`src/rtl/spi_ram_arbiter_pkg.sv`:
```
// Shared definitions for the SPI/RAM arbiter: command codes, FSM states and requester IDs.
package spi_ram_pkg;

   localparam logic [1:0] CMD_WR_ADDR = 2'b00;
   localparam logic [1:0] CMD_WR_DATA = 2'b01;
   localparam logic [1:0] CMD_RD_ADDR = 2'b10;
   localparam logic [1:0] CMD_RD_DATA = 2'b11;

   typedef enum logic [1:0] {
      ST_ARB    = 2'b00,
      ST_ACCESS = 2'b01,
      ST_RESP   = 2'b10
   } state_t;

   typedef enum logic {
      REQ_SPI = 1'b0,
      REQ_LOC = 1'b1
   } req_id_t;

   // Bit positions of each requester in the arbiter request/grant vectors
   localparam int IDX_SPI = 0;
   localparam int IDX_LOC = 1;

   function automatic logic is_ram_cmd(input logic [1:0] cmd);
      return (cmd == CMD_WR_DATA) || (cmd == CMD_RD_DATA);
   endfunction

   function automatic logic is_addr_cmd(input logic [1:0] cmd);
      return (cmd == CMD_WR_ADDR) || (cmd == CMD_RD_ADDR);
   endfunction

endpackage

```
`src/rtl/spi_ram_arbiter_rr_arb2.sv`:
```
// Two-way round-robin arbiter; on a tie the requester that did not win last time is granted.
module rr_arb2
   import spi_ram_pkg::*;
(
   input  logic       clk,
   input  logic       rst,
   input  logic [1:0] req,
   input  logic       advance,
   output logic [1:0] gnt
);

   req_id_t last_gnt;

   always_comb begin
      gnt = '0;
      case (req)
         2'b01:   gnt = 2'b01;
         2'b10:   gnt = 2'b10;
         2'b11:   gnt = (last_gnt == REQ_LOC) ? 2'b01 : 2'b10;
         default: gnt = '0;
      endcase
   end

   always_ff @(posedge clk or posedge rst) begin
      if (rst) begin
         last_gnt <= REQ_LOC;
      end else if (advance && (gnt != 2'b00)) begin
         last_gnt <= gnt[IDX_LOC] ? REQ_LOC : REQ_SPI;
      end
   end

endmodule

```
`src/rtl/spi_ram_arbiter.sv`:
```
// SPI command decoder and RAM sequencer sharing one RAM port round-robin with a local requester.
module spi_ram_arbiter
   import spi_ram_pkg::*;
#(
   parameter int ADDR_SIZE = 8,
   parameter int DATA_W    = 8
)(
   input  logic                 clk,
   input  logic                 rst,
   input  logic [DATA_W+1:0]    spi_rx_data,
   input  logic                 spi_rx_valid,
   output logic [DATA_W-1:0]    spi_tx_data,
   output logic                 spi_tx_valid,
   output logic                 spi_ovf,
   input  logic                 loc_req,
   input  logic                 loc_we,
   input  logic [ADDR_SIZE-1:0] loc_addr,
   input  logic [DATA_W-1:0]    loc_wdata,
   output logic                 loc_gnt,
   output logic [DATA_W-1:0]    loc_rdata,
   output logic                 loc_rvalid,
   output logic                 ram_en,
   output logic                 ram_we,
   output logic [ADDR_SIZE-1:0] ram_addr,
   output logic [DATA_W-1:0]    ram_wdata,
   input  logic [DATA_W-1:0]    ram_rdata
);

   state_t               state;
   req_id_t              op_id;
   logic                 pend_full;
   logic [1:0]           pend_cmd;
   logic [DATA_W-1:0]    pend_data;
   logic [ADDR_SIZE-1:0] wr_addr;
   logic [ADDR_SIZE-1:0] rd_addr;

   logic                 in_arb;
   logic                 addr_cmd;
   logic                 spi_ram_req;
   logic [1:0]           arb_req;
   logic [1:0]           arb_gnt;
   logic                 pend_take;

   // Address-only commands take the ARB cycle themselves and block arbitration for it
   always_comb begin
      in_arb      = (state == ST_ARB);
      addr_cmd    = in_arb && pend_full && is_addr_cmd(pend_cmd);
      spi_ram_req = pend_full && is_ram_cmd(pend_cmd);
      arb_req     = '0;
      if (in_arb && !addr_cmd) begin
         arb_req[IDX_SPI] = spi_ram_req;
         arb_req[IDX_LOC] = loc_req;
      end
      pend_take   = addr_cmd || arb_gnt[IDX_SPI];
   end

   rr_arb2 u_rr_arb2 (
      .clk     (clk),
      .rst     (rst),
      .req     (arb_req),
      .advance (in_arb),
      .gnt     (arb_gnt)
   );

   always_ff @(posedge clk or posedge rst) begin
      if (rst) begin
         pend_full <= 1'b0;
         pend_cmd  <= '0;
         pend_data <= '0;
         spi_ovf   <= 1'b0;
      end else begin
         if (pend_take) begin
            pend_full <= 1'b0;
         end
         if (spi_rx_valid) begin
            if (!pend_full || pend_take) begin
               pend_full <= 1'b1;
               pend_cmd  <= spi_rx_data[DATA_W+1:DATA_W];
               pend_data <= spi_rx_data[DATA_W-1:0];
            end else begin
               spi_ovf <= 1'b1;
            end
         end
      end
   end

   always_ff @(posedge clk or posedge rst) begin
      if (rst) begin
         state        <= ST_ARB;
         op_id        <= REQ_LOC;
         wr_addr      <= '0;
         rd_addr      <= '0;
         spi_tx_data  <= '0;
         spi_tx_valid <= 1'b0;
         loc_gnt      <= 1'b0;
         loc_rdata    <= '0;
         loc_rvalid   <= 1'b0;
         ram_en       <= 1'b0;
         ram_we       <= 1'b0;
         ram_addr     <= '0;
         ram_wdata    <= '0;
      end else begin
         spi_tx_valid <= 1'b0;
         loc_rvalid   <= 1'b0;
         loc_gnt      <= 1'b0;
         ram_en       <= 1'b0;
         ram_we       <= 1'b0;
         case (state)
            ST_ARB: begin
               if (addr_cmd) begin
                  if (pend_cmd == CMD_WR_ADDR) begin
                     wr_addr <= ADDR_SIZE'(pend_data);
                  end else begin
                     rd_addr <= ADDR_SIZE'(pend_data);
                  end
               end else if (arb_gnt[IDX_SPI]) begin
                  state  <= ST_ACCESS;
                  op_id  <= REQ_SPI;
                  ram_en <= 1'b1;
                  if (pend_cmd == CMD_WR_DATA) begin
                     ram_we    <= 1'b1;
                     ram_addr  <= wr_addr;
                     ram_wdata <= pend_data;
                  end else begin
                     ram_addr  <= rd_addr;
                  end
               end else if (arb_gnt[IDX_LOC]) begin
                  state    <= ST_ACCESS;
                  op_id    <= REQ_LOC;
                  ram_en   <= 1'b1;
                  ram_we   <= loc_we;
                  ram_addr <= loc_addr;
                  loc_gnt  <= 1'b1;
                  if (loc_we) begin
                     ram_wdata <= loc_wdata;
                  end
               end
            end
            ST_ACCESS: begin
               state <= ram_we ? ST_ARB : ST_RESP;
            end
            ST_RESP: begin
               state <= ST_ARB;
               if (op_id == REQ_SPI) begin
                  spi_tx_data  <= ram_rdata;
                  spi_tx_valid <= 1'b1;
               end else begin
                  loc_rdata    <= ram_rdata;
                  loc_rvalid   <= 1'b1;
               end
            end
            default: begin
               state <= ST_ARB;
            end
         endcase
      end
   end

   ram_en_spacing: assert property (@(posedge clk) disable iff (rst) ram_en |=> !ram_en);

endmodule

```
`config.mk`:
```
export PLATFORM = sky130hd
export DESIGN_NAME = spi_ram_arbiter
export DESIGN_NICKNAME = d
export VERILOG_FILES = /design/src/rtl/spi_ram_arbiter_pkg.sv /design/src/rtl/spi_ram_arbiter_rr_arb2.sv /design/src/rtl/spi_ram_arbiter.sv
export SDC_FILE = /design/constraint.sdc
export NUM_CORES = 1
export LEC_CHECK = 0
export CORE_MARGIN = 2
export CORE_UTILIZATION = 45
export CTS_CLUSTER_SIZE = 25
export DETAILED_ROUTE_END_ITERATION = 10
export GPL_ROUTABILITY_DRIVEN = 1
export PLACE_DENSITY_LB_ADDON = 0.15
export SLEW_MARGIN = 10
export SYNTH_ARGS = -nofsm -noshare
export SYNTH_HDL_FRONTEND = slang
export SYNTH_SLANG_ARGS = --single-unit
export TNS_END_PERCENT = 30
```
`constraint.sdc`:
```
create_clock -name clk -period 3.3 [get_ports clk]
set_input_delay 0.495 -clock clk [delete_from_list [all_inputs] [get_ports clk]]
set_output_delay 0.495 -clock clk [all_outputs]
set_load 0.02 [all_outputs]
```
After elaboration in Yosys (flattened, before gate mapping)

Cells that the tools add are included.

Eq/ne operators: 11
Muxes and demuxes: 36
Bitwise operators: 4
Reduce and logical (&&, ||, !) cells: 24

Operators with widths:

| operator             | count |
|---|---|
| $mux W8              | 7 |
| $mux W1              | 21 |
| $mux W2              | 6 |
| $eq A2 B2 Y1 const B | 5 |
| $reduce_and A2 Y1    | 5 |
| $reduce_and A3 Y1    | 3 |
| $eq A2 B1 Y1 const B | 3 |
| $pmux W2 S3          | 1 |
| $logic_and A1 B1 Y1  | 5 |
| $reduce_and A5 Y1    | 1 |
| $logic_not A2 Y1     | 2 |
| $logic_or A1 B1 Y1   | 4 |
| $not A1 Y1           | 4 |
| $pmux W2 S2          | 1 |
| $reduce_bool A2 Y1   | 2 |
| $ne A3 B3 Y1 const B | 1 |
| $logic_not A1 Y1     | 2 |
| $ne A2 B1 Y1 const B | 1 |
| $ne A2 B2 Y1 const B | 1 |

Register bits after elaboration: 69
Input bits: 39
Output and inout port bits: 38
Word-level logic and storage cells: 93

Longest topological paths before layout

Depth in word-level cells: 12
Gate-level depth with buffers: 7

Hierarchy

A second synthesis with hierarchy kept.

Cell total of the unflattened synthesis: 223
Area total of the unflattened synthesis: 2967.8 µm²

Modules (own cells, without submodules):

| module          | instances | cells each | area each (µm²) | sequential area each (µm²) |
|---|---|---|---|---|
| spi_ram_arbiter | 1         | 216        | 2907.8          | 1702.9 |
| rr_arb2         | 1         | 7          | 60.1            | 26.3 |

Least setup slack after synthesis

OpenSTA, ideal clock, no wires.

Path kind: flip-flop to flip-flop
Start: reg u_rr_arb2.last_gnt
End: reg pend_cmd[0]
Arrival time: 1.507 ns
Data required time: 3.175 ns
Path slack: 1.669 ns
Stages on the path, launching flop included: 5
Path buffers: 0
Clock period less this slack: 1.631 ns
Cells stage by stage: dfstp_2 -> and3b_1 -> o31ai_1 -> nand2_2 -> mux2_2

Cells in the longest elaborated chain, start to end: 5

Ends and longest elaborated chain:

| item                        | line                          | RTL |
|---|---|---|
| start: declaration          | spi_ram_arbiter_rr_arb2.sv:12 | `req_id_t last_gnt;` |
| start signal: assignment    | spi_ram_arbiter_rr_arb2.sv:28 | `last_gnt <= gnt[IDX_LOC] ? REQ_LOC : REQ_SPI;` |
| $mux W2                     | spi_ram_arbiter_rr_arb2.sv:19 | `2'b11: gnt = (last_gnt == REQ_LOC) ? 2'b01 : 2'b10;` |
| $pmux W2 S3                 | spi_ram_arbiter_rr_arb2.sv:16 | `case (req)` |
| $logic_or A1 B1 Y1          | spi_ram_arbiter.sv:54         | `pend_take = addr_cmd \|\| arb_gnt[IDX_SPI];` |
| $logic_or A1 B1 Y1          | spi_ram_arbiter.sv:76         | `if (!pend_full \|\| pend_take) begin` |
| $reduce_and A2 Y1 (no line) | n/a                           |  |
| end signal: assignment      | spi_ram_arbiter.sv:78         | `pend_cmd <= spi_rx_data[DATA_W+1:DATA_W];` |
| end: declaration            | spi_ram_arbiter.sv:32         | `logic [1:0] pend_cmd;` |

No other way between the ends.
A chain may end at the register's enable or synchronous reset.

Worst setup path after layout

Start: in loc_req
End: reg ram_wdata[6]

Cells in the longest elaborated chain, start to end: 5

Ends and longest elaborated chain:

| item                                                                | line                          | RTL |
|---|---|---|
| start: declaration                                                  | spi_ram_arbiter.sv:15         | `input logic loc_req,` |
| $mux W2 (*)                                                         | spi_ram_arbiter.sv:50         | `if (in_arb && !addr_cmd) begin` |
| $eq A2 B2 Y1 / $eq A2 B1 Y1 (equally long branches)                 | spi_ram_arbiter_rr_arb2.sv:16 |  |
| $pmux W2 S3 (*)                                                     | spi_ram_arbiter_rr_arb2.sv:16 |  |
| $ne A2 B1 Y1 (no line) / $reduce_bool A2 Y1 (equally long branches) | n/a                           |  |
| $reduce_and A5 Y1 (no line)                                         | n/a                           |  |
| end signal: assignment                                              | spi_ram_arbiter.sv:123        | `ram_wdata <= pend_data;` |
| end signal: assignment                                              | spi_ram_arbiter.sv:135        | `ram_wdata <= loc_wdata;` |
| end: declaration                                                    | spi_ram_arbiter.sv:25         | `output logic [DATA_W-1:0] ram_wdata,` |

Mark *: on every way between the ends. The rest lies on a longest branch, timed or not.

==> impl_results.md <==
* Outcome: complete, no violations
* Ys Warns at 0
* Pre-CTS WS at roughly 0.81 ns
* Max Slew Vio Count at 0
* Via density at between 4 and 5
* Max_cap viols at 0
* Starting density of the core at a little under half
* Vias in the first global route at ~1900
* Hold Slack at around 0.46 ns
* Power Total at slightly below 4 mW
* #FFs+latches synth at 69
* TritonCTS Buffers at 9
* DP HPWL at 4150 um
* Fillers at 472
* PostCTS Resize Cnt at 0
* Post-CTS Setup Bufs at 0
* Largest net degree at the start of global routing at 38
* Die H at 83.3 um
* Non-Filler Instances at between 300 and 400
* Worst hold path type: reg2reg
* Post-route antenna net violation count at 0
* Syn Inst Count at between 200 and 250
* Area of the multi-input gates at 0.00103 mm^2
* Die Area at 0.00694 mm^2
* Critical path class: in2reg
* Port buffer count at between 70 and 80
* Worst-skew pair later-pin latency at ~0.33 ns
* Share of cells above drive strength 1 at between 20% and 30%
* Commonest cells after routing, fill and taps aside: clkdlybuf4s50_1 (76), dfrtp_1 (67), mux2_2 (42), nand2_1 (34), clkbuf_8 (11)
* Setup violations, final at 0
* Post-synthesis sequential area ratio at between 60% and 70%
* Max Fclk at 464 MHz
* Slew margin rel. at between 50% and 60%
* Inst Count DP at 361
* First-pass GRT wire length at 9250 um
* Die W at 83.3 um
* Total grt overflow at 0
* # DRC at 0
* CTS tree: built
* Setup TNS at 0 ns
* Critical-path cell list: clkdlybuf4s50_1 > mux2i_1 > or3_1 > clkinv_4 > a31o_1 > o221a_2
* Crit-path max FO at 19
* Routed Wire Length at around 5700 um
* GRT Total Usage at 17.0%
* Storage cell area at 0.00173 mm^2
* Startpoint types: input port
* Mean routed wirelength per cell at around 15 um
* Skew final at 0.00779 ns
* Yosys cell types at 31
* Gp weighted congestion at 0.781
* H-tree depth at 3
* Worst path bufs/invs at 2
* CTS max path bufs at 2
* TritonCTS Sinks at 69
* Cell row count at 28
* Commonest non-fill, non-tap cell in the layout: clkdlybuf4s50_1
* Area grow syn2layout at 35.3%
* DR vias at 1861
* Worst IR Drop VDD at 0.000513 V
* First DRT Iteration DRCs at between 70 and 80
* Unrepaired setup endpoints after global routing: no
* Final worst slack at ~1.1 ns
* Power per cell area at 1010 mW/mm^2
* Leakage at about 1.6 nW
* Critical path's top delay family: buffers and inverters
* Req. time, crit path at roughly 3.6 ns
* CP max stage cell: or3_1
* Mapped Avg Cell Area at 13.2 um^2
* Core Area at roughly 0.0060 mm^2
* WP data arrival at roughly 2.4 ns
* Syn Std Cell Area at between 0.002 and 0.003 mm^2
* Clock transition at the registers of the reported paths at around 0.07 ns
* # diodes at 0
* Final Hold Fails at 0
* I/O Pins at between 70 and 80
* Tmin final at approximately 2.2 ns
* CTS Hold Bufs at 0
* Fin nets at 336
* Syn nets at around 250
* Least-Margin Pin Slew at about 0.73 ns
* First-pass DRT Iterations at 4
* Crit. End Element: register
* Final period util at roughly 65%
* Root buf cell: clkbuf_8
* CP max stage delay at 0.58 ns
* Initial antenna violation count at 0
## layer usage
layer | vias up | GRT usage, % | wire [um]
met5 | - | 0 | 0
li1 | 902 | - | -
met2 | 42 | 26.6 | 2750
met4 | 0 | 7.15 | 109
met1 | 906 | 22.5 | 2570
met3 | 11 | 4.27 | 245
## cells in the mapped netlist, drive strengths merged
cell / number / area share, %
dfrtp: 67 / 59
inv: 4 / 0.53
or3: 1 / 0.22
o31ai: 1 / 0.27
mux2i: 9 / 3.2
nand3: 3 / 0.71
nor3b: 3 / 0.97
dfstp: 2 / 1.9
buf: 4 / 1.2
o221a: 8 / 3.2
o21bai: 1 / 0.27
nand2: 35 / 4.7
o21ai: 8 / 1.4
and3b: 1 / 0.31
clkbuf: 3 / 0.44
mux2: 42 / 17
nor2b: 1 / 0.22
nand3b: 1 / 0.27
nand2b: 10 / 2.2
and3: 2 / 0.44
nor2: 6 / 0.88
clkinv: 2 / 0.44
a31o: 1 / 0.31
## flip-flops by register name (all words and copies together), names as in the netlist, 2 cells and up
register and flops:
state 2, ram_addr 8, pend_cmd 2, rd_addr 8, ram_wdata 8, loc_rdata 8
spi_tx_data 8, pend_data 8, wr_addr 8
## final timing paths
path | depth (start not counted) | slack, ns | startpoint | endpoint
max | 6 | 1.15 | loc_req | ram_wdata[6]
min | 1 | 0.46 | ram_we | state[1]
max reg2reg | 5 | 1.28 | pend_cmd[0] | ram_wdata[6]
min reg2reg | 1 | 0.46 | ram_we | state[1]
max in group asynchronous | 3 | 2.05 | rst | ram_addr[6]
min in group asynchronous | 2 | 0.61 | rst | pend_cmd[0]
## logic make-up (layout without fill, tap and decap cells)
group | after synthesis | after routing | share of synthesized area (%)
buf+inv | 13 | 98 | 2.65
mux | 51 | 51 | 19.9
compound gates | 19 | 19 | 5.44
flops | 69 | 69 | 61.1
simple gates | 63 | 63 | 11.0
## through the flow
stage | util (%) | instance area (um^2)
2_1_floorplan | - | 2830
3_3_place_gp | 61.2 | 3670
3_5_place_dp | 61.2 | 3670
4_1_cts | 64.0 | 3830
5_1_grt | 64.0 | 3830
6_report | 64.0 | 3830
## report_power, final
group          internal [mW]  switching (mW)
Combinational          0.930           0.820
Clock                  0.303           0.286
Sequential              1.27           0.251
## layout make-up
type | count | area share [%]
clock buffer | 12 | 4.05
clock inverter | 2 | 0.261
timing repair buffer | 78 | 20.6
multi-input combinational | 133 | 26.8
inverter | 6 | 0.718
tap | 75 | 2.45
sequential | 69 | 45.1
## worst reg2reg max path, stage by stage, from the launching register on
cell and delay (ns):
dfrtp_1 0.46, mux2i_1 0.15, or3_1 0.50, clkinv_4 0.15, a31o_1 0.35, o221a_2 0.29
No activity file was read; power rests on OpenSTA's default activity.
